**src/rtl/jtsbaskt_sndlatch.sv**
```systemverilog
// -----------------------------------------------------------------------------
// jtsbaskt_sndlatch
//
// Sound-side receiver for the main-to-sound command channel (clk24 domain).
// The main CPU writes command bytes (rising edge of m2s_data) and raises a
// "sound on" request (rising edge of m2s_irq). Command bytes are queued in a
// small FIFO; the sound CPU sees the head byte on snd_latch and pops it with
// snd_rd. The request drives an active-low IRQ that the sound CPU acknowledges.
//
// Ports:
//   clk          24 MHz system clock
//   rst_n        asynchronous active-low reset
//   main_dout    command byte from the main CPU data bus
//   m2s_data     latch chip select (level, rising edge = write)
//   m2s_irq      sound-on trigger (level, rising edge = IRQ request)
//   snd_cen      sound CPU clock enable, qualifies snd_rd and snd_irq_ack
//   snd_rd       sound CPU latch read strobe, pops the FIFO head
//   snd_irq_ack  sound CPU IRQ acknowledge
//   snd_latch    command byte presented to the sound CPU (registered)
//   snd_irqn     active-low IRQ to the sound CPU (registered)
//   fifo_cnt     number of stored entries, 0..2**AW
//   ovf          sticky: a write was dropped because the FIFO was full
//   irq_miss     sticky: a request arrived while one was already pending
//
// Handshake: there is no back-pressure toward the main CPU. A write edge is
// accepted whenever the FIFO has room at that clock (a same-clock pop of a
// full FIFO counts as room); otherwise it is dropped and flagged in ovf.
// A pop (snd_cen & snd_rd) on an empty FIFO is ignored.
// -----------------------------------------------------------------------------
module jtsbaskt_sndlatch #(
    parameter int AW = 2
) (
    input  logic          clk,
    input  logic          rst_n,
    input  logic [7:0]    main_dout,
    input  logic          m2s_data,
    input  logic          m2s_irq,
    input  logic          snd_cen,
    input  logic          snd_rd,
    input  logic          snd_irq_ack,
    output logic [7:0]    snd_latch,
    output logic          snd_irqn,
    output logic [AW:0]   fifo_cnt,
    output logic          ovf,
    output logic          irq_miss
);

    localparam int          DEPTH    = 1 << AW;
    localparam logic [AW:0] FULL_CNT = (AW+1)'(DEPTH);

    typedef enum logic {
        IRQ_IDLE = 1'b0,
        IRQ_PEND = 1'b1
    } irq_state_t;

    // ------------------------------------------------------------------
    // State
    // ------------------------------------------------------------------
    logic          m2s_data_l_q, m2s_data_l_d;
    logic          m2s_irq_l_q,  m2s_irq_l_d;
    logic [7:0]    mem_q [DEPTH];
    logic [AW-1:0] wr_ptr_q, wr_ptr_d;
    logic [AW-1:0] rd_ptr_q, rd_ptr_d;
    logic [AW:0]   cnt_q, cnt_d;
    logic [7:0]    latch_q, latch_d;
    logic          ovf_q, ovf_d;
    logic          irq_miss_q, irq_miss_d;
    irq_state_t    irq_state_q, irq_state_d;

    // ------------------------------------------------------------------
    // Events
    // ------------------------------------------------------------------
    logic wr, req, rd, ack;
    logic full, empty;
    logic push, pop;

    always_comb begin
        // History registers start at 0, so a level already high when reset
        // is released is seen as an edge on the first clock.
        wr    = m2s_data & ~m2s_data_l_q;
        req   = m2s_irq  & ~m2s_irq_l_q;
        rd    = snd_cen  & snd_rd;
        ack   = snd_cen  & snd_irq_ack;
        full  = (cnt_q == FULL_CNT);
        empty = (cnt_q == '0);
        // A full FIFO still accepts a write when the head leaves on the
        // same clock; an empty FIFO never pops, even alongside a write.
        push  = wr & (~full | rd);
        pop   = rd & ~empty;
    end

    // ------------------------------------------------------------------
    // FIFO / latch next state
    // ------------------------------------------------------------------
    always_comb begin
        m2s_data_l_d = m2s_data;
        m2s_irq_l_d  = m2s_irq;
        wr_ptr_d     = wr_ptr_q + AW'(push);
        rd_ptr_d     = rd_ptr_q + AW'(pop);
        ovf_d        = ovf_q | (wr & ~push);

        cnt_d = cnt_q;
        case ({push, pop})
            2'b10:   cnt_d = cnt_q + (AW+1)'(1);
            2'b01:   cnt_d = cnt_q - (AW+1)'(1);
            default: cnt_d = cnt_q;
        endcase

        // The latch follows the registered head, which places new data on
        // snd_latch one clock after the push (empty FIFO) or pop edge.
        latch_d = latch_q;
        if (!empty) begin
            latch_d = mem_q[rd_ptr_q];
        end
    end

    // ------------------------------------------------------------------
    // IRQ FSM next state
    // ------------------------------------------------------------------
    always_comb begin
        irq_state_d = irq_state_q;
        irq_miss_d  = irq_miss_q;
        case (irq_state_q)
            IRQ_IDLE: begin
                // An acknowledge with nothing pending is ignored.
                if (req) begin
                    irq_state_d = IRQ_PEND;
                end
            end
            IRQ_PEND: begin
                if (req) begin
                    // A request coinciding with the acknowledge re-arms the
                    // IRQ instead of being lost, so it is not a miss.
                    irq_state_d = IRQ_PEND;
                    if (!ack) begin
                        irq_miss_d = 1'b1;
                    end
                end else if (ack) begin
                    irq_state_d = IRQ_IDLE;
                end
            end
            default: begin
                irq_state_d = IRQ_IDLE;
            end
        endcase
    end

    // ------------------------------------------------------------------
    // Registers
    // ------------------------------------------------------------------
    always_ff @(posedge clk or negedge rst_n) begin
        if (!rst_n) begin
            m2s_data_l_q <= 1'b0;
            m2s_irq_l_q  <= 1'b0;
            wr_ptr_q     <= '0;
            rd_ptr_q     <= '0;
            cnt_q        <= '0;
            latch_q      <= 8'h00;
            ovf_q        <= 1'b0;
            irq_miss_q   <= 1'b0;
            irq_state_q  <= IRQ_IDLE;
        end else begin
            m2s_data_l_q <= m2s_data_l_d;
            m2s_irq_l_q  <= m2s_irq_l_d;
            wr_ptr_q     <= wr_ptr_d;
            rd_ptr_q     <= rd_ptr_d;
            cnt_q        <= cnt_d;
            latch_q      <= latch_d;
            ovf_q        <= ovf_d;
            irq_miss_q   <= irq_miss_d;
            irq_state_q  <= irq_state_d;
        end
    end

    // Storage needs no reset: contents are only observed through cnt_q.
    // When full with a same-clock pop, wr_ptr equals rd_ptr; the latch has
    // already sampled the old head, so overwriting it here is safe.
    always_ff @(posedge clk) begin
        if (push) begin
            mem_q[wr_ptr_q] <= main_dout;
        end
    end

    // ------------------------------------------------------------------
    // Outputs
    // ------------------------------------------------------------------
    assign snd_latch = latch_q;
    assign snd_irqn  = (irq_state_q == IRQ_IDLE);
    assign fifo_cnt  = cnt_q;
    assign ovf       = ovf_q;
    assign irq_miss  = irq_miss_q;

endmodule

```
**config.mk**
```make
export PLATFORM = sky130hd
export DESIGN_NAME = jtsbaskt_sndlatch
export DESIGN_NICKNAME = d
export VERILOG_FILES = /design/src/rtl/jtsbaskt_sndlatch.sv
export SDC_FILE = /design/constraint.sdc
export NUM_CORES = 1
export LEC_CHECK = 0
export BUFFER_PORTS_ARGS = -buffer_cell sky130_fd_sc_hd__buf_2
export CORE_UTILIZATION = 40
export CTS_CLUSTER_DIAMETER = 50
export CTS_CLUSTER_SIZE = 20
export DETAILED_ROUTE_END_ITERATION = 8
export GPL_TIMING_DRIVEN = 0
export PLACE_DENSITY = 0.59
export RECOVER_POWER = 25
export SKIP_LAST_GASP = 1
export SYNTH_ARGS = -nofsm -noshare
export SYNTH_HDL_FRONTEND = slang
export SYNTH_SLANG_ARGS = --single-unit
```
**constraint.sdc**
```tcl
create_clock -name clk -period 3 [get_ports clk]
set_input_delay 0.3 -clock clk [delete_from_list [all_inputs] [get_ports clk]]
set_output_delay 0.3 -clock clk [all_outputs]
set_load 0.005 [all_outputs]
```
; After elaboration in Yosys (flattened, before gate mapping)
; Memories as Yosys holds them, arrays and structs flattened. A register that Yosys moved wholly into a read port is not among the register bits.
; Cells that the tools add are included.
[totals]
ff_bits = 12
latchBits = 0
ram_bits = 32
mem_bits_ro = 0
in_bits = 15
out_inout_bits = 14
word_cells = 44
memories = 1
[mem_list]
columns = memory, depth, word_bits, rd, rd_clocked_by_memory_dff, wr, line_no
row1 = mem_q, 4, 8, 1, 1, 1, 61  ; logic [7:0] mem_q [DEPTH];
[classes]
addsub = 4
multipliers = 0
div = 0
magnitude_cmp = 0
n_eq_ne = 3
shifts = 0
n_mux = 7
bitwise_logic = 16
n_reduce_logical = 5
[op_table]
columns = op, count
row1 = $and 1x1->1, 7
row2 = $not 1->1, 7
row3 = $pmux 3 s2, 1
row4 = $mux 1, 5
row5 = $add 2x1->2, 2
row6 = $add 3x1->3 const B, 1
row7 = $eq 3x3->1 const B, 1
row8 = $logic_not 3->1, 1
row9 = $reduce_and 3->1, 1
row10 = $sub 3x1->3 const B, 1
row11 = $eq 2x1->1 const B, 1
row12 = $eq 2x2->1 const B, 1
row13 = $logic_not 1->1, 2
row14 = $or 1x1->1, 2
row15 = $pmux 1 s2, 1
row16 = $reduce_bool 2->1, 1

; Logic depth before layout (Yosys ltp)
[depth]
depth_word = 7
depth_mapped = 8
ltp_nobuf = 8

; Least setup slack after synthesis
; No wires, ideal clock.
[synth_timing]
path_kind = reg2reg
from = register cnt_q[0], in the netlist fifo_cnt[0]
to = memory mem_q[2][0], enable pin
setup_ns = 0.385
arrival_ns = 1.633
required_time_ns = 2.615
path_slack_ns = 0.982
path_stages_with_launch = 4
path_buffers = 0
synth_period_minus_slack_ns = 2.018
path_cell_list = dfrtp_1 -> nor2_2 -> a311o_2 -> nor3b_1
[synth_via]
elab_chain_len = 6
[synth_lines]
columns = item, line_no
row1 = from (decl), 64  ; logic [AW:0] cnt_q, cnt_d;
row2 = from (signal assigned), 167  ; cnt_q <= cnt_d;
row3 = $eq 3x3->1, 84  ; full = (cnt_q == FULL_CNT);
row4 = $not 1->1, 88  ; push = wr & (~full | rd);
row5 = $or 1x1->1, 88
row6 = $and 1x1->1, 88
row7 = $mux 1, 179  ; if (push) begin
row8 = $mux 1 (not written as such), 180  ; mem_q[wr_ptr_q] <= main_dout;
row9 = to (decl), 61
; No other way between the ends.

; Final worst setup path
[layout_timing]
from = register cnt_q[0], in the netlist fifo_cnt[0]
to = memory mem_q[2][1], enable pin
; The elaborated chain is that of the path after synthesis.

==> results by group <==
Global route
  • Vias in the first global route: ~1,000
  • Largest net degree at the start of global routing: 21
  • First-pass GRT wire length: between 4 and 5 mm
  • GRT Util Overall: roughly 13%
  • Initial antenna violation count: 0
  • GR Overflow Total: 0

STA
  • Worst setup margin: between 0.7 and 0.8 ns
  • Max_slew headroom: 42.20%
  • Final worst-path cycle share: roughly three quarters
  • Worst hold slack: 0.1214 ns
  • Setup TNS: 0 ns
  • Final slew viol count: 0
  • Slew of the pin with the lowest slew margin: about 0.86 ns
  • # setup viols final: 0
  • Fmax achieved: around 450 MHz
  • Fin crit period: about 2.2 ns
  • Hold Vio Cnt, Final: 0
  • RSZ-0062 raised after global routing: false
  • Clock skew: between 0.008 and 0.009 ns

Setup path
  • CP Launch Type: flop
  • CP Max Fanout: 5
  • CP cell instances: nor2_2, a311o_2, nor3b_1, buf_4
  • Critical path arrival: 2.23 ns
  • Req. time, crit path: approximately 3 ns
  • Delay of the slowest cell on the worst path: 0.66 ns
  • Setup CP Type: reg2reg
  • Worst path slowest cell: nor3b_1
  • Worst setup EP type: flop

Routing
  • Final wirelength: 3.199 mm
  • Mean number of vias per cell: 4.688
  • DRT iter0 DRCs: 26
  • DRT Pass-1 Iters: 4
  • Drt drc: 0
  • Post-DRT Antenna Nets: 0
  • Post-DR wirelength/cell: approximately 15 um
  • Vias: between 900 and 1,000

Floorplanning
  • Num ports: 29
  • DIE WIDTH: 72.64 um
  • Cell row count: 25
  • Die Ht: 72.64 um
  • Starting density of the core: a little over two fifths
  • Core area: 0.004755 sq mm
  • Die Area: between 0.005 and 0.006 sq mm

CTS
  • Post-cts sizing count: 0
  • Clock buffer depth: 2
  • Htree depth: 2
  • Clock Latency Late Sink: 0.29 ns
  • Root Buffer: clkbuf_8
  • Sinks on Clock Net: 52
  • TritonCTS clock tree: built
  • Worst-path clk slew: around 0.1 ns
  • Num CTS Buffers: 5

Run
  • Max cap viols: 0

Layout
  • Post-Layout Cell Count: around 210
  • Fillers: ~450
  • # nets final: 159
  • # diodes: 0
  • Area growth syn-to-layout: 16.24%
  • Final core utilization: between 40% and 50%
  • Finished Cell Area: around 0.0023 sq mm
  • Share of post-route cells with drive strength above 1: between 30% and 40%
  • Multi-input gate area: approximately 500 sq um
  • Register area: between 0.001 and 0.0015 sq mm

Yosys
  • Cell Area, Synth: roughly 0.0020 sq mm
  • Top FF cell, synth: edfxtp_1
  • Syn Nets: between 100 and 150
  • Mean Syn Cell Area: between 15 and 20 sq um
  • Yosys cell types: 25
  • Synth async-reset ratio: 38.46%
  • Yosys warns: 0
  • FF+latch count, synth: between 50 and 60
  • Post-synthesis sequential area ratio: around three quarters
  • Post-synthesis cell count: 103
  • Post-synth EDFFs: 32

Power
  • Seq pwr share: 51.5%
  • Clock Power Share: between 10% and 20%
  • Pwr per Cell Area: around 860 mW/mm^2
  • Gate power share: between 20% and 30%
  • Leakage power: between 0.8 and 0.9 nW
  • Power Internal: 1.420 mW
  • Final Power: 2.004 mW
  • P_sw: just under 0.6 mW
  • Sw frac: 29.15%
  • VDD IR max: ~0.00044 V

Placed design
  • Placed Cells incl. Taps: around 200
  • GP Congestion: 0.6442
  • IO Port Bufs: 28
  • DP HPWL: roughly 2.2 mm
  • Dpl ws: 0.4594 ns
  • Dpl cell area: 0.002227 sq mm

Worst hold path
  • Worst min-delay path class: in2reg

Outcome
  • Run status: finished clean
==> power by group through the flow <==
stage	clock network [mW]	logic, mW	registers (mW)
5_1_grt	0.426	0.649	1.05
2_1_floorplan	0	0.393	1.04
4_1_cts	0.397	0.606	1.03
3_5_place_dp	0	0.603	1.05
6_report	0.385	0.586	1.03
3_3_place_gp	0	0.571	1.04
==> sequential cells by signal, indices dropped and copies added (netlist names) <==
signal	cells
fifo_cnt	3
irq_miss	1
irq_state_q	1
m2s_data_l_q	1
m2s_irq_l_q	1
mem_q	32
ovf	1
rd_ptr_q	2
snd_latch	8
wr_ptr_q	2
==> cells in the final DEF, fill, tap and decap left out, types with 3 or more instances in the layout <==
cell	instances
nand2_1	4
inv_1	5
ha_1	3
nor2_1	3
mux2_2	8
clkbuf_8	5
edfxtp_1	32
clkbuf_1	11
xor2_1	4
buf_2	19
mux4_2	8
dfrtp_1	20
==> area by class of cell <==
cell class              instances  area share (%)
repair buffers                 30           6.311
inverters                       6          0.9709
clock buffers                   6           3.128
multi-input cells              43           21.63
well taps                      67           3.614
clock inverters                 2          0.7012
plain buffers                   2          0.6473
flip-flops and latches         52           63.00
==> path summary, 6_finish.rpt <==
| path | end | slack [ns] | cells past startpoint | startpoint |
|---|---|---|---|---|
| max in group asynchronous | snd_latch[6] | 2.18 | 2 | rst_n |
| min in group asynchronous | m2s_data_l_q | 0.49 | 2 | rst_n |
| worst min register to register | ovf | 0.49 | 1 | ovf |
| worst max-delay path | mem_q[2][1] | 0.78 | 4 | fifo_cnt[0] |
| worst min-delay path | m2s_irq_l_q | 0.12 | 1 | m2s_irq |
| worst max register to register | mem_q[2][1] | 0.78 | 4 | fifo_cnt[0] |
==> per-layer routing <==
layer	global-route usage [%]	wire length (um)	vias up
li1	-	-	456
met1	16.48	1356	495
met2	23.47	1703	22
met3	3.315	112	2
met4	4.575	27	0
met5	0	0	-
==> timing repair <==
action / CTS / global route
setup buffers: 0 / 0
hold endpoints to repair: 20 / 0
hold buffers: 1 / 0
==> cell families after synthesis <==
| group | count (synthesis) | share of synthesized area, % |
|---|---|---|
| AND/OR/NAND/NOR | 14 | 4.326 |
| XOR/XNOR | 5 | 2.194 |
| buffers and inverters | 8 | 1.881 |
| AO/OA/AOI/OAI | 3 | 1.442 |
| multiplexers | 17 | 14.04 |
| flip-flops | 52 | 73.23 |
| adder cells (fa/ha/maj) | 4 | 2.884 |
==> worst max-delay path, delay by kind of cell, from the launching register on <==
kind	cells	cell delay, ns
flops	1	0.49
compound gates	1	0.45
simple gates	2	0.72
buf+inv	1	0.27
==> cells in the mapped netlist (3+ instances only) <==
master,instances,area [sq um]
nor2_1,3,11.26
inv_1,5,18.77
nand2_1,4,15.01
xor2_1,4,35.03
mux4_2,8,180.2
edfxtp_1,32,960.9
ha_1,3,37.54
mux2_2,8,90.09
dfrtp_1,20,500.5
Power figures use the tool's default switching activity.
